===== config.mk =====
export PLATFORM = sky130hd
export DESIGN_NAME = hilo_ctrl
export DESIGN_NICKNAME = d
export VERILOG_FILES = /design/src/rtl/hilo_ctrl.sv
export SDC_FILE = /design/constraint.sdc
export NUM_CORES = 1
export LEC_CHECK = 0
export CORE_MARGIN = 2
export CORE_UTILIZATION = 44
export DETAILED_ROUTE_END_ITERATION = 10
export PLACE_DENSITY = 0.83
export RECOVER_POWER = 100
export REMOVE_ABC_BUFFERS = 1
export SETUP_SLACK_MARGIN = 0.2
export SLEW_MARGIN = 20
export SYNTH_ARGS = -nofsm -noshare
export SYNTH_HDL_FRONTEND = slang
export SYNTH_SLANG_ARGS = --single-unit

===== constraint.sdc =====
create_clock -name clk -period 1.9 [get_ports clk]
set_clock_uncertainty 0.15 [all_clocks]
set_input_delay 0.19 -clock clk [delete_from_list [all_inputs] [get_ports clk]]
set_output_delay 0.19 -clock clk [all_outputs]
set_load 0.01 [all_outputs]

===== src/rtl/hilo_ctrl.sv =====
// E-stage front end for the multiply/divide unit: issues MULT/DIV operations, enforces the
// architectural minimum latency, and owns the HI/LO registers read by MFHI/MFLO.
module hilo_ctrl #(
    parameter int unsigned MUL_CYCLES = 5,
    parameter int unsigned DIV_CYCLES = 10
) (
    input  logic        clk,
    input  logic        reset,
    input  logic        e_start,
    input  logic [2:0]  e_op,
    input  logic [31:0] e_src0,
    input  logic [31:0] e_src1,
    input  logic        e_cancel,
    input  logic        rd_hi,
    output logic [31:0] hilo_rdata,
    output logic        busy,
    output logic [31:0] mu_src0,
    output logic [31:0] mu_src1,
    output logic [1:0]  mu_op,
    output logic        mu_sign,
    output logic        mu_in_valid,
    input  logic        mu_in_ready,
    input  logic        mu_out_valid,
    output logic        mu_out_ready,
    input  logic [31:0] mu_res0,
    input  logic [31:0] mu_res1
);

    localparam int unsigned MaxCycles = (MUL_CYCLES > DIV_CYCLES) ? MUL_CYCLES : DIV_CYCLES;
    localparam int unsigned CntW      = $clog2(MaxCycles + 1);

    localparam logic [2:0] OpMult  = 3'd1;
    localparam logic [2:0] OpMultu = 3'd2;
    localparam logic [2:0] OpDiv   = 3'd3;
    localparam logic [2:0] OpDivu  = 3'd4;
    localparam logic [2:0] OpMthi  = 3'd5;
    localparam logic [2:0] OpMtlo  = 3'd6;

    localparam logic [1:0] MuIdle = 2'b00;
    localparam logic [1:0] MuMul  = 2'b01;
    localparam logic [1:0] MuDiv  = 2'b10;

    typedef enum logic [1:0] {StIdle, StIssue, StWait, StDz} state_e;

    state_e          state_q;
    logic [31:0]     hi_q, lo_q;
    logic [31:0]     buf_hi_q, buf_lo_q;
    logic            captured_q;
    logic [CntW-1:0] cnt_q;
    logic [31:0]     src0_q, src1_q;
    logic [1:0]      op_q;
    logic            sign_q;

    logic accept, is_div, is_muldiv, res_hs, cnt_done;

    assign accept    = e_start && !e_cancel && (e_op >= OpMult) && (e_op <= OpMtlo);
    assign is_div    = (e_op == OpDiv) || (e_op == OpDivu);
    assign is_muldiv = (e_op == OpMult) || (e_op == OpMultu) || is_div;
    assign res_hs    = mu_out_valid && mu_out_ready;
    assign cnt_done  = cnt_q <= CntW'(1);

    assign busy         = state_q != StIdle;
    assign mu_in_valid  = state_q == StIssue;
    assign mu_out_ready = (state_q == StWait) && !captured_q;
    assign mu_src0      = src0_q;
    assign mu_src1      = src1_q;
    assign mu_op        = op_q;
    assign mu_sign      = sign_q;
    assign hilo_rdata   = rd_hi ? hi_q : lo_q;

    always_ff @(posedge clk) begin
        if (reset) begin
            state_q    <= StIdle;
            hi_q       <= '0;
            lo_q       <= '0;
            buf_hi_q   <= '0;
            buf_lo_q   <= '0;
            captured_q <= 1'b0;
            cnt_q      <= '0;
            src0_q     <= '0;
            src1_q     <= '0;
            op_q       <= MuIdle;
            sign_q     <= 1'b0;
        end else begin
            if (state_q != StIdle && cnt_q != '0) begin
                cnt_q <= cnt_q - 1'b1;
            end
            case (state_q)
                StIdle: begin
                    if (accept && e_op == OpMthi) begin
                        hi_q <= e_src0;
                    end else if (accept && e_op == OpMtlo) begin
                        lo_q <= e_src0;
                    end else if (accept && is_muldiv) begin
                        src0_q  <= e_src0;
                        src1_q  <= e_src1;
                        op_q    <= is_div ? MuDiv : MuMul;
                        sign_q  <= (e_op == OpMult) || (e_op == OpDiv);
                        cnt_q   <= is_div ? CntW'(DIV_CYCLES) : CntW'(MUL_CYCLES);
                        // Divide-by-zero never reaches the unit; it only burns the latency.
                        state_q <= (is_div && e_src1 == '0) ? StDz : StIssue;
                    end
                end
                StIssue: begin
                    if (mu_in_ready) begin
                        state_q <= StWait;
                    end
                end
                StWait: begin
                    if (cnt_done && (captured_q || res_hs)) begin
                        hi_q       <= captured_q ? buf_hi_q : mu_res1;
                        lo_q       <= captured_q ? buf_lo_q : mu_res0;
                        captured_q <= 1'b0;
                        op_q       <= MuIdle;
                        state_q    <= StIdle;
                    end else if (res_hs) begin
                        buf_hi_q   <= mu_res1;
                        buf_lo_q   <= mu_res0;
                        captured_q <= 1'b1;
                    end
                end
                StDz: begin
                    if (cnt_done) begin
                        op_q    <= MuIdle;
                        state_q <= StIdle;
                    end
                end
                default: state_q <= StIdle;
            endcase
        end
    end

endmodule


==> impl_metrics.env, run 1 <==
export IMPL_cts_root_buf="clkbuf_16"
export IMPL_grt_max_degree=50
export IMPL_critPathMaxStageDelay_ns=0.36
export IMPL_initial_utilization=0.448
export IMPL_synth_common_cells="nand2_1, dfxtp_1, a21oi_1"
export IMPL_gp_congestion=0.860
export IMPL_gr_total_overflow=0
export IMPL_layout_cells_non_filler=1677
export IMPL_drv_cap=0
export IMPL_totalWireLength_um=38800
export IMPL_slew_violations=0
export IMPL_cp_cell_sequence="inv_4 -> ha_4 -> nor2_4 -> buf_4 -> buf_6 -> buf_6 -> buf_6 -> nand3b_1 -> a31oi_1 -> and3_1 -> o22ai_1"
export IMPL_synth_mux_area_frac=0.110
export IMPL_rsz0062_at_grt="yes"
export IMPL_cts_sinks=202
export IMPL_die_x_um=148
export IMPL_power_density_nw_per_um2=786
export IMPL_ys_warn_count=0
export IMPL_worstRegToRegCells=11
export IMPL_synthDistinctLibCells=38
export IMPL_syn2layout_area_growth_pct=70.0
export IMPL_power_leakage_nw=5.78
export IMPL_die_height_um=148
export IMPL_r2r_end="mu_op[1]$_SDFFE_PP0P_"
export IMPL_dr_pass1_iters=7
export IMPL_register_area_um2=4060
export IMPL_reg2reg_setup_slack_ns=-0.23
export IMPL_vias_per_cell=5.96
export IMPL_ant_nets=0
export IMPL_hpwl_um=18400
export IMPL_drive_above_1_share=0.380
export IMPL_num_fill_cells=1186
export IMPL_ys_seq_elements=202
export IMPL_hold_viol_final=0
export IMPL_yosys_area_top_type_share=0.446
export IMPL_worstSetupEndpoint="mu_op[1]$_SDFFE_PP0P_"
export IMPL_arrival_ns=2.34
export IMPL_worst_path_stages=11
export IMPL_synth_avg_cell_area_um2=8.31
export IMPL_hold_class="primary input to flop"
export IMPL_multi_input_area_um2=6040
export IMPL_grt_pass1_wl_um=46800
export IMPL_boundaryPins=240
export IMPL_antennaDiodeCount=0
export IMPL_placed_cells=1578
export IMPL_antenna_found_initial=0
export IMPL_drc_errors=0
export IMPL_fin_ws_ns=-0.235
export IMPL_yosys_area_top_type="dfxtp_1"
export IMPL_clkTransAtPathRegs_ns=0.07
export IMPL_portBuffers=239
export IMPL_syn_inst=1091
export IMPL_vdd_ir_drop_max_uv=582
export IMPL_cp_top_family="buffers and inverters"
export IMPL_drtIter0Drc=726
export IMPL_cpMostUsedCell="buf_6"
export IMPL_violations="negative setup slack"
export IMPL_synth_compound_area_frac=0.204
export IMPL_die_area_um2=21800
export IMPL_setup_viol_count_final=178
export IMPL_start_kind="flop"
export IMPL_rr_startpoint="cnt_q[0]$_SDFF_PP0_"
export IMPL_num_vias=9989
export IMPL_grt_pass1_vias=9195
export IMPL_fin_crit_ns=2.13
export IMPL_core_area_um2=20200
export IMPL_clkLatencyLatePin_ns=0.51
export IMPL_crit_fanout=3
export IMPL_synthMostInstantiatedCell="nand2_1"
export IMPL_startpoint="cnt_q[0]$_SDFF_PP0_"
export IMPL_crit_slowest_cell="dfxtp_4"
export IMPL_async_reset_ff_frac=0
export IMPL_timing_critical_path_buf_inv=5
export IMPL_cts_buffers=22
export IMPL_synth_top_family_by_area="compound AO/OA/AOI/OAI gates"
export IMPL_h_tree_depth=1
export IMPL_worstMarginPinSlew_ns=0.674
export IMPL_synth_xor_area_share=0.00386
export IMPL_yosys_area_share_simple=0.182
export IMPL_core_rowCount=52
export IMPL_slew_headroom=0.551
export IMPL_critPathKind="flop to flop"
export IMPL_clk_path_buf_depth=3
export IMPL_worst_ep_required_time_ns=2.10
export IMPL_period_share=1.12
export IMPL_nNetsFinal=1535
export IMPL_whs_ns=0.107
export IMPL_ys_seq_area_frac=0.446
export IMPL_synthAdderAreaFrac=0.00414
export IMPL_status="finished, violations left"
export IMPL_grtUsageTotal=0.261
export IMPL_ys_flop_type="dfxtp_1"
export IMPL_crit_path_end_kind="flop"
export IMPL_synth_area_top_cells="dfxtp_1, nand2_1, a21oi_1"
export IMPL_max_freq_mhz=468
export IMPL_wl_per_cell_um=23.2
export IMPL_synth_edff_count=0
export IMPL_post_place_ws_ns=-0.289
export IMPL_tritoncts="done"
export IMPL_netlist_area_um2=9070
==> worst min path at each step <==
| stage | endpoint | slack (ns) | cells after the start | start |
|---|---|---|---|---|
| finish | buf_hi_q[12]$_SDFFE_PP0P_ | 0.11 | 3 | mu_res1[12] |
| global placement | lo_q[4]$_SDFFE_PP0P_ | 0.28 | 2 | lo_q[4]$_SDFFE_PP0P_ |
| detailed placement | lo_q[0]$_SDFFE_PP0P_ | 0.29 | 2 | lo_q[0]$_SDFFE_PP0P_ |
| global route | buf_hi_q[12]$_SDFFE_PP0P_ | 0.12 | 3 | mu_res1[12] |
| floorplan | hi_q[0]$_SDFFE_PP0P_ | 0.10 | 1 | reset |
| CTS | buf_hi_q[12]$_SDFFE_PP0P_ | 0.10 | 3 | mu_res1[12] |
==> worst min-delay path, delay by kind of cell <==
family / cells / cell delay, ns
buffers and inverters: 1 / 0.41
and+or+nand+nor: 1 / 0.06
AOI/OAI and AO/OA: 1 / 0.05
==> cells by family (layout without fill, tap and decap cells) <==
family,count (synthesis),count (layout)
AO/OA/AOI/OAI,281,281
AND/OR/NAND/NOR,408,409
adder cells (fa/ha/maj),3,3
XOR/XNOR,4,4
buffers and inverters,97,412
flip-flops,202,202
multiplexers,96,96
==> cells in the final DEF (no fill, tap or decap), types with 4 or more instances in the layout <==
| cell | n |
|---|---|
| mux2i_1 | 64 |
| o21ai_0 | 4 |
| a21oi_2 | 169 |
| nor2_1 | 39 |
| dfxtp_1 | 197 |
| a21oi_1 | 30 |
| clkdlybuf4s50_1 | 143 |
| buf_8 | 6 |
| buf_6 | 22 |
| buf_16 | 7 |
| nand2_2 | 38 |
| buf_4 | 46 |
| nor2_4 | 4 |
| a211o_1 | 64 |
| dfxtp_4 | 4 |
| clkbuf_16 | 38 |
| nand2_1 | 193 |
| nor3_1 | 5 |
| buf_12 | 34 |
| nor4_1 | 7 |
| clkbuf_8 | 6 |
| mux2_2 | 31 |
| clkdlybuf4s15_1 | 17 |
| clkbuf_1 | 24 |
| nand4b_1 | 5 |
| clkdlybuf4s25_1 | 54 |
| nand2_4 | 97 |
==> flip-flops by register name, indices dropped and copies added, names as in the netlist <==
signal,cells
buf_hi_q,32
buf_lo_q,32
hi_q,32
lo_q,32
mu_src0,32
mu_src1,32
cnt_q,4
mu_op,2
state_q,2
captured_q,1
mu_sign,1
==> metal layers <==
metal	global-route usage	vias up	wire length, µm
li1	-	4367	-
met1	0.315	4830	14200
met2	0.453	616	18700
met3	0.0636	176	3690
met4	0.0957	0	2250
met5	0	-	0
==> stage by stage <==
stage | instance area, µm² | total power [mW] | util | TNS (ns)
2_1_floorplan | 8640 | 5.60 | - | -563.08
3_3_place_gp | 12200 | 6.78 | 0.604 | -34.17
3_5_place_dp | 12200 | 6.82 | 0.604 | -42.02
4_1_cts | 13800 | 11.4 | 0.682 | -0.00430
5_1_grt | 15400 | 12.4 | 0.762 | -22.90
6_report | 15400 | 12.1 | 0.762 | -11.63
==> power by group <==
group / internal (mW) / leakage, nW / switching (mW)
sequential: 4.45 / 1.64 / 0.152
clock: 2.57 / 0.354 / 1.73
combinational: 1.57 / 3.79 / 1.65
total: 8.58 / 5.78 / 3.53
==> timing repair <==
item	in CTS	in global routing
pin swaps	45	218
hold buffers	1	0
endpoints found under the setup margin	293	299
hold endpoints to repair	17	0
buffers inserted	11	20
resized for setup	204	392
cloned	8	22
==> layout make-up <==
| cell class | count | share of cell area |
|---|---|---|
| Multi-Input combinational cell | 793 | 0.392 |
| Timing Repair Buffer | 370 | 0.275 |
| Sequential cell | 202 | 0.263 |
| Clock buffer | 34 | 0.0439 |
| Tap cell | 270 | 0.0219 |
| Clock inverter | 3 | 0.00260 |
| Inverter | 5 | 0.00154 |
No activity file was read; power rests on OpenSTA's default activity.
==> run 2: changes to the inputs <==
--- a/config.mk
+++ b/config.mk
@@ -5,8 +5,10 @@
 export SDC_FILE = /design/constraint.sdc
 export NUM_CORES = 1
 export LEC_CHECK = 0
+export CELL_PAD_IN_SITES_DETAIL_PLACEMENT = 0
+export CELL_PAD_IN_SITES_GLOBAL_PLACEMENT = 1
 export CORE_MARGIN = 2
-export CORE_UTILIZATION = 44
+export CORE_UTILIZATION = 32
 export DETAILED_ROUTE_END_ITERATION = 10
 export PLACE_DENSITY = 0.83
 export RECOVER_POWER = 100
==> impl_metrics.env, run 2 (synthesized netlist as in run 1, its figures left out) <==
export IMPL_worstRegToRegCells=11
export IMPL_cp_cell_sequence="inv_4 -> ha_4 -> nor2_4 -> nor3_4 -> nor4b_2 -> buf_4 -> buf_12 -> buf_12 -> clkbuf_16 -> nand2_2 -> a21oi_2"
export IMPL_tritoncts="done"
export IMPL_antennaDiodeCount=0
export IMPL_die_x_um=172
export IMPL_vias_per_cell=5.10
export IMPL_seqPwrFrac=0.380
export IMPL_drive_above_1_share=0.338
export IMPL_hold_start="mu_res0[17]"
export IMPL_p_switching_mw=3.36
export IMPL_boundaryPins=240
export IMPL_r2r_end="buf_lo_q[9]$_SDFFE_PP0P_"
export IMPL_arrival_ns=2.27
export IMPL_crit_path_end_kind="flop"
export IMPL_worstMarginPinSlew_ns=0.553
export IMPL_core_rowCount=61
export IMPL_gp_congestion=0.820
export IMPL_total_power_mw=12.1
export IMPL_final_cell_mix="nand2_1, dfxtp_1, clkdlybuf4s50_1"
export IMPL_core_area_um2=27900
export IMPL_internal_power_mw=8.71
export IMPL_clk_path_buf_depth=3
export IMPL_period_share=1.04
export IMPL_antenna_found_initial=0
export IMPL_totalWireLength_um=35100
export IMPL_die_height_um=172
export IMPL_cpMostUsedCell="buf_12"
export IMPL_hold_viol_final=0
export IMPL_crit_fanout=5
export IMPL_hpwl_um=18800
export IMPL_post_place_ws_ns=-0.264
export IMPL_ant_nets=0
export IMPL_layout_cells_non_filler=1796
export IMPL_syn2layout_area_growth_pct=70.6
export IMPL_start_kind="flop"
export IMPL_critPathMaxStageDelay_ns=0.35
export IMPL_rsz0062_at_grt="yes"
export IMPL_gr_total_overflow=0
export IMPL_initial_utilization=0.326
export IMPL_cts_buffers=23
export IMPL_power_leakage_nw=5.75
export IMPL_hold_path_endpoint="buf_lo_q[17]$_SDFFE_PP0P_"
export IMPL_die_area_um2=29700
export IMPL_reg2reg_setup_slack_ns=-0.08
export IMPL_nNetsFinal=1543
export IMPL_slew_headroom=0.628
export IMPL_cts_root_buf="clkbuf_16"
export IMPL_grtUsageTotal=0.211
export IMPL_wl_per_cell_um=19.6
export IMPL_critPathKind="flop to flop"
export IMPL_status="finished, violations left"
export IMPL_power_density_nw_per_um2=780
export IMPL_num_vias=9158
export IMPL_crit_slowest_cell="dfxtp_2"
export IMPL_max_freq_mhz=505
export IMPL_placed_cells=1681
export IMPL_grt_pass1_vias=8820
export IMPL_h_tree_depth=1
export IMPL_dr_pass1_iters=5
export IMPL_drtIter0Drc=432
export IMPL_clkLatencyLatePin_ns=0.51
export IMPL_rr_startpoint="cnt_q[1]$_SDFF_PP0_"
export IMPL_violations="negative setup slack"
export IMPL_slew_violations=0
export IMPL_pwr_share_comb=0.254
export IMPL_hold_class="primary input to flop"
export IMPL_portBuffers=239
export IMPL_fin_setup_tns_ns=-3.73
export IMPL_fin_util=0.555
export IMPL_switching_share=0.279
export IMPL_cts_sinks=202
export IMPL_hold_depth=3
export IMPL_vdd_ir_drop_max_uv=666
export IMPL_fin_crit_ns=1.98
export IMPL_drv_cap=0
export IMPL_clkTransAtPathRegs_ns=0.06
export IMPL_grt_pass1_wl_um=48500
export IMPL_worst_ep_required_time_ns=2.19
export IMPL_clkPwrFrac=0.366
export IMPL_fin_ws_ns=-0.0811
export IMPL_setup_viol_count_final=125
export IMPL_layout_commonest_cell="nand2_1"
export IMPL_drc_errors=0
export IMPL_grt_max_degree=88
-- run 2: power groups by stage --
stage | registers [mW] | clock network, mW | logic, mW
after detailed placement | 4.65 | 0 | 2.18
after global routing | 4.61 | 4.72 | 3.26
after floorplan | 4.70 | 0 | 0.899
final | 4.59 | 4.42 | 3.07
after CTS | 4.58 | 4.52 | 2.77
after global placement | 4.64 | 0 | 2.16
-- run 2: layer usage --
| metal | up-vias | track usage | wire (µm) | share of wire |
|---|---|---|---|---|
| met5 | - | 0 | 0 | 0 |
| met4 | 0 | 0.0548 | 978 | 0.028 |
| met3 | 60 | 0.0455 | 2530 | 0.072 |
| met1 | 4387 | 0.266 | 14900 | 0.42 |
| met2 | 315 | 0.365 | 16800 | 0.48 |
| li1 | 4396 | - | - | - |
-- run 2: worst max-delay path by stage --
stage                             from                         to  slack, ns
2_1_floorplan  captured_q$_SDFFE_PP0P_   buf_hi_q[0]$_SDFFE_PP0P_      -5.18
3_3_place_gp       cnt_q[0]$_SDFF_PP0_  buf_lo_q[22]$_SDFFE_PP0P_      -0.23
3_5_place_dp       cnt_q[0]$_SDFF_PP0_   buf_lo_q[0]$_SDFFE_PP0P_      -0.26
4_1_cts            cnt_q[0]$_SDFF_PP0_      lo_q[15]$_SDFFE_PP0P_      -0.07
5_1_grt            cnt_q[1]$_SDFF_PP0_   buf_lo_q[9]$_SDFFE_PP0P_      -0.16
6_report           cnt_q[1]$_SDFF_PP0_   buf_lo_q[9]$_SDFFE_PP0P_      -0.08
-- run 2: cell type report --
cell class / count / area, µm²
fillers: 2432 / 12400
well taps: 378 / 473
inverters: 5 / 23.8
clock buffers: 38 / 672
repair buffers: 378 / 4530
clock inverters: 3 / 68.8
multi-input cells: 792 / 5650
flip-flops and latches: 202 / 4060
-- run 2: critical path: cells and delay by family, from the launching register on --
kind,cells,cell delay [ns]
buffers and inverters,5,0.66
AOI/OAI and AO/OA,1,0.13
and+or+nand+nor,4,0.46
DFF,1,0.35
adders and majority gates,1,0.17
-- run 2: metrics by stage --
stage | cell area, µm² | hold WS (ns)
finish | 15500 | 0.106
CTS | 14500 | 0.0813
global route | 15500 | 0.112
floorplan | 8640 | 0.102
detailed placement | 12300 | 0.291
global placement | 12300 | 0.286
-- run 2: repair_timing --
item                                    4_1_cts  5_1_grt
setup buffers                                32        6
pin swaps                                   136      112
endpoints found under the setup margin      302      294
gates resized for setup                     251      211
hold buffers                                  1        0
gates cloned                                 24       11
hold endpoints to repair                     14        0
==> run 3: changes to the inputs <==
--- a/config.mk
+++ b/config.mk
@@ -8,9 +8,9 @@
 export CELL_PAD_IN_SITES_DETAIL_PLACEMENT = 0
 export CELL_PAD_IN_SITES_GLOBAL_PLACEMENT = 1
 export CORE_MARGIN = 2
-export CORE_UTILIZATION = 32
+export CORE_UTILIZATION = 36
 export DETAILED_ROUTE_END_ITERATION = 10
-export PLACE_DENSITY = 0.83
+export PLACE_DENSITY = 0.88
 export RECOVER_POWER = 100
 export REMOVE_ABC_BUFFERS = 1
 export SETUP_SLACK_MARGIN = 0.2
==> constraint.sdc (replaced) <==
create_clock -name clk -period 2.2 [get_ports clk]
set_clock_uncertainty 0.15 [all_clocks]
set_input_delay 0.22 -clock clk [delete_from_list [all_inputs] [get_ports clk]]
set_output_delay 0.22 -clock clk [all_outputs]
set_load 0.01 [all_outputs]
==> impl_metrics.env, run 3 (synthesized netlist as in run 1, its figures left out) <==
export IMPL_hold_class="primary input to flop"
export IMPL_fin_crit_ns=2.08
export IMPL_grt_pass1_vias=8098
export IMPL_layout_commonest_cell="nand2_1"
export IMPL_vdd_ir_drop_max_uv=617
export IMPL_core_rowCount=58
export IMPL_crit_fanout=2
export IMPL_drv_cap=0
export IMPL_whs_ns=0.130
export IMPL_grt_pass1_wl_um=42800
export IMPL_status="finished, final reports clean"
export IMPL_final_cell_mix="nand2_1, dfxtp_1, a21oi_1"
export IMPL_hold_viol_final=0
export IMPL_antenna_found_initial=0
export IMPL_gr_total_overflow=0
export IMPL_hpwl_um=18000
export IMPL_layout_cells_non_filler=1656
export IMPL_gp_congestion=0.806
export IMPL_worst_ep_required_time_ns=1.83
export IMPL_nNetsFinal=1452
export IMPL_slew_violations=0
export IMPL_cts_buffers=24
export IMPL_drive_above_1_share=0.124
export IMPL_power_density_nw_per_um2=769
export IMPL_num_vias=8438
export IMPL_crit_path_end_kind="primary output"
export IMPL_grtUsageTotal=0.200
export IMPL_critPathKind="flop to primary output"
export IMPL_initial_utilization=0.363
export IMPL_fin_area_um2=12900
export IMPL_drc_errors=0
export IMPL_worstMarginPinSlew_ns=0.432
export IMPL_vias_per_cell=5.10
export IMPL_slew_headroom=0.712
export IMPL_drtIter0Drc=499
export IMPL_clk_path_buf_depth=3
export IMPL_placedInstanceArea_um2=12000
export IMPL_clkLatencyLatePin_ns=0.51
export IMPL_period_share=0.947
export IMPL_wl_per_cell_um=17.2
export IMPL_core_area_um2=25000
export IMPL_portBuffers=239
export IMPL_cts_root_buf="clkbuf_16"
export IMPL_clkTransAtPathRegs_ns=0.06
export IMPL_die_x_um=163
export IMPL_die_height_um=163
export IMPL_total_power_mw=9.96
export IMPL_grt_max_degree=64
export IMPL_tritoncts="done"
export IMPL_syn2layout_area_growth_pct=42.7
export IMPL_dr_pass1_iters=5
export IMPL_arrival_ns=1.71
export IMPL_h_tree_depth=1
export IMPL_placed_cells=1606
export IMPL_setup_viol_count_final=0
export IMPL_cts_sinks=202
export IMPL_ant_nets=0
export IMPL_totalWireLength_um=28500
export IMPL_start_kind="flop"
export IMPL_max_freq_mhz=480
export IMPL_die_area_um2=26500
export IMPL_rsz0062_at_grt="yes"
export IMPL_antennaDiodeCount=0
export IMPL_power_leakage_nw=4.70
export IMPL_boundaryPins=240
run 3: what timing repair did:
item / 4_1_cts / 5_1_grt
endpoints found under the setup margin: 134 / 136
cloned: 2 / 4
pin swaps: 1 / 0
gates resized for setup: 21 / 18
hold buffers: 1 / 0
buffers inserted: 2 / 0
endpoints found under the hold margin: 26 / 0
run 3: worst paths after layout:
kind | start | endpoint | slack (ns) | depth (start not counted)
max | hi_q[22]$_SDFFE_PP0P_ | hilo_rdata[22] | 0.12 | 2
min | mu_res1[22] | buf_hi_q[22]$_SDFFE_PP0P_ | 0.13 | 3
max reg2reg | cnt_q[0]$_SDFF_PP0_ | lo_q[30]$_SDFFE_PP0P_ | 0.20 | 7
min reg2reg | lo_q[26]$_SDFFE_PP0P_ | lo_q[26]$_SDFFE_PP0P_ | 0.30 | 2
run 3: metal layers:
layer | wire length, µm | up-vias | GRT usage
met5 | 0 | - | 0
met4 | 480 | 0 | 0.0414
met3 | 1980 | 35 | 0.0497
met2 | 13100 | 249 | 0.341
met1 | 12900 | 3974 | 0.257
li1 | - | 4180 | -
run 3: stage by stage:
step                setup WS (ns)  utilization  TNS (ns)
floorplan                   -4.88            -   -502.51
detailed placement        -0.0408        0.481   -0.0671
global placement           0.0115        0.481         0
finish                      0.116        0.519         0
global route               0.0804        0.519         0
CTS                         0.167        0.519         0
run 3: cell type report:
cell class	count	area [µm²]
flip-flops and latches	202	4050
clock buffers	31	688
inverters	5	18.8
fillers	2404	12000
repair buffers	286	3020
multi-input cells	792	4590
well taps	330	413
clock inverters	10	154
run 3: critical path, cell delays in order (launching register included):
cell           delay (ns)
dfxtp_1              0.31
mux2_2               0.28
dlygate4sd3_1        0.61
run 3: report_power, final:
part           switching, mW  internal [mW]
Clock                   1.55           2.66
Sequential             0.108           3.84
Combinational          0.941          0.863
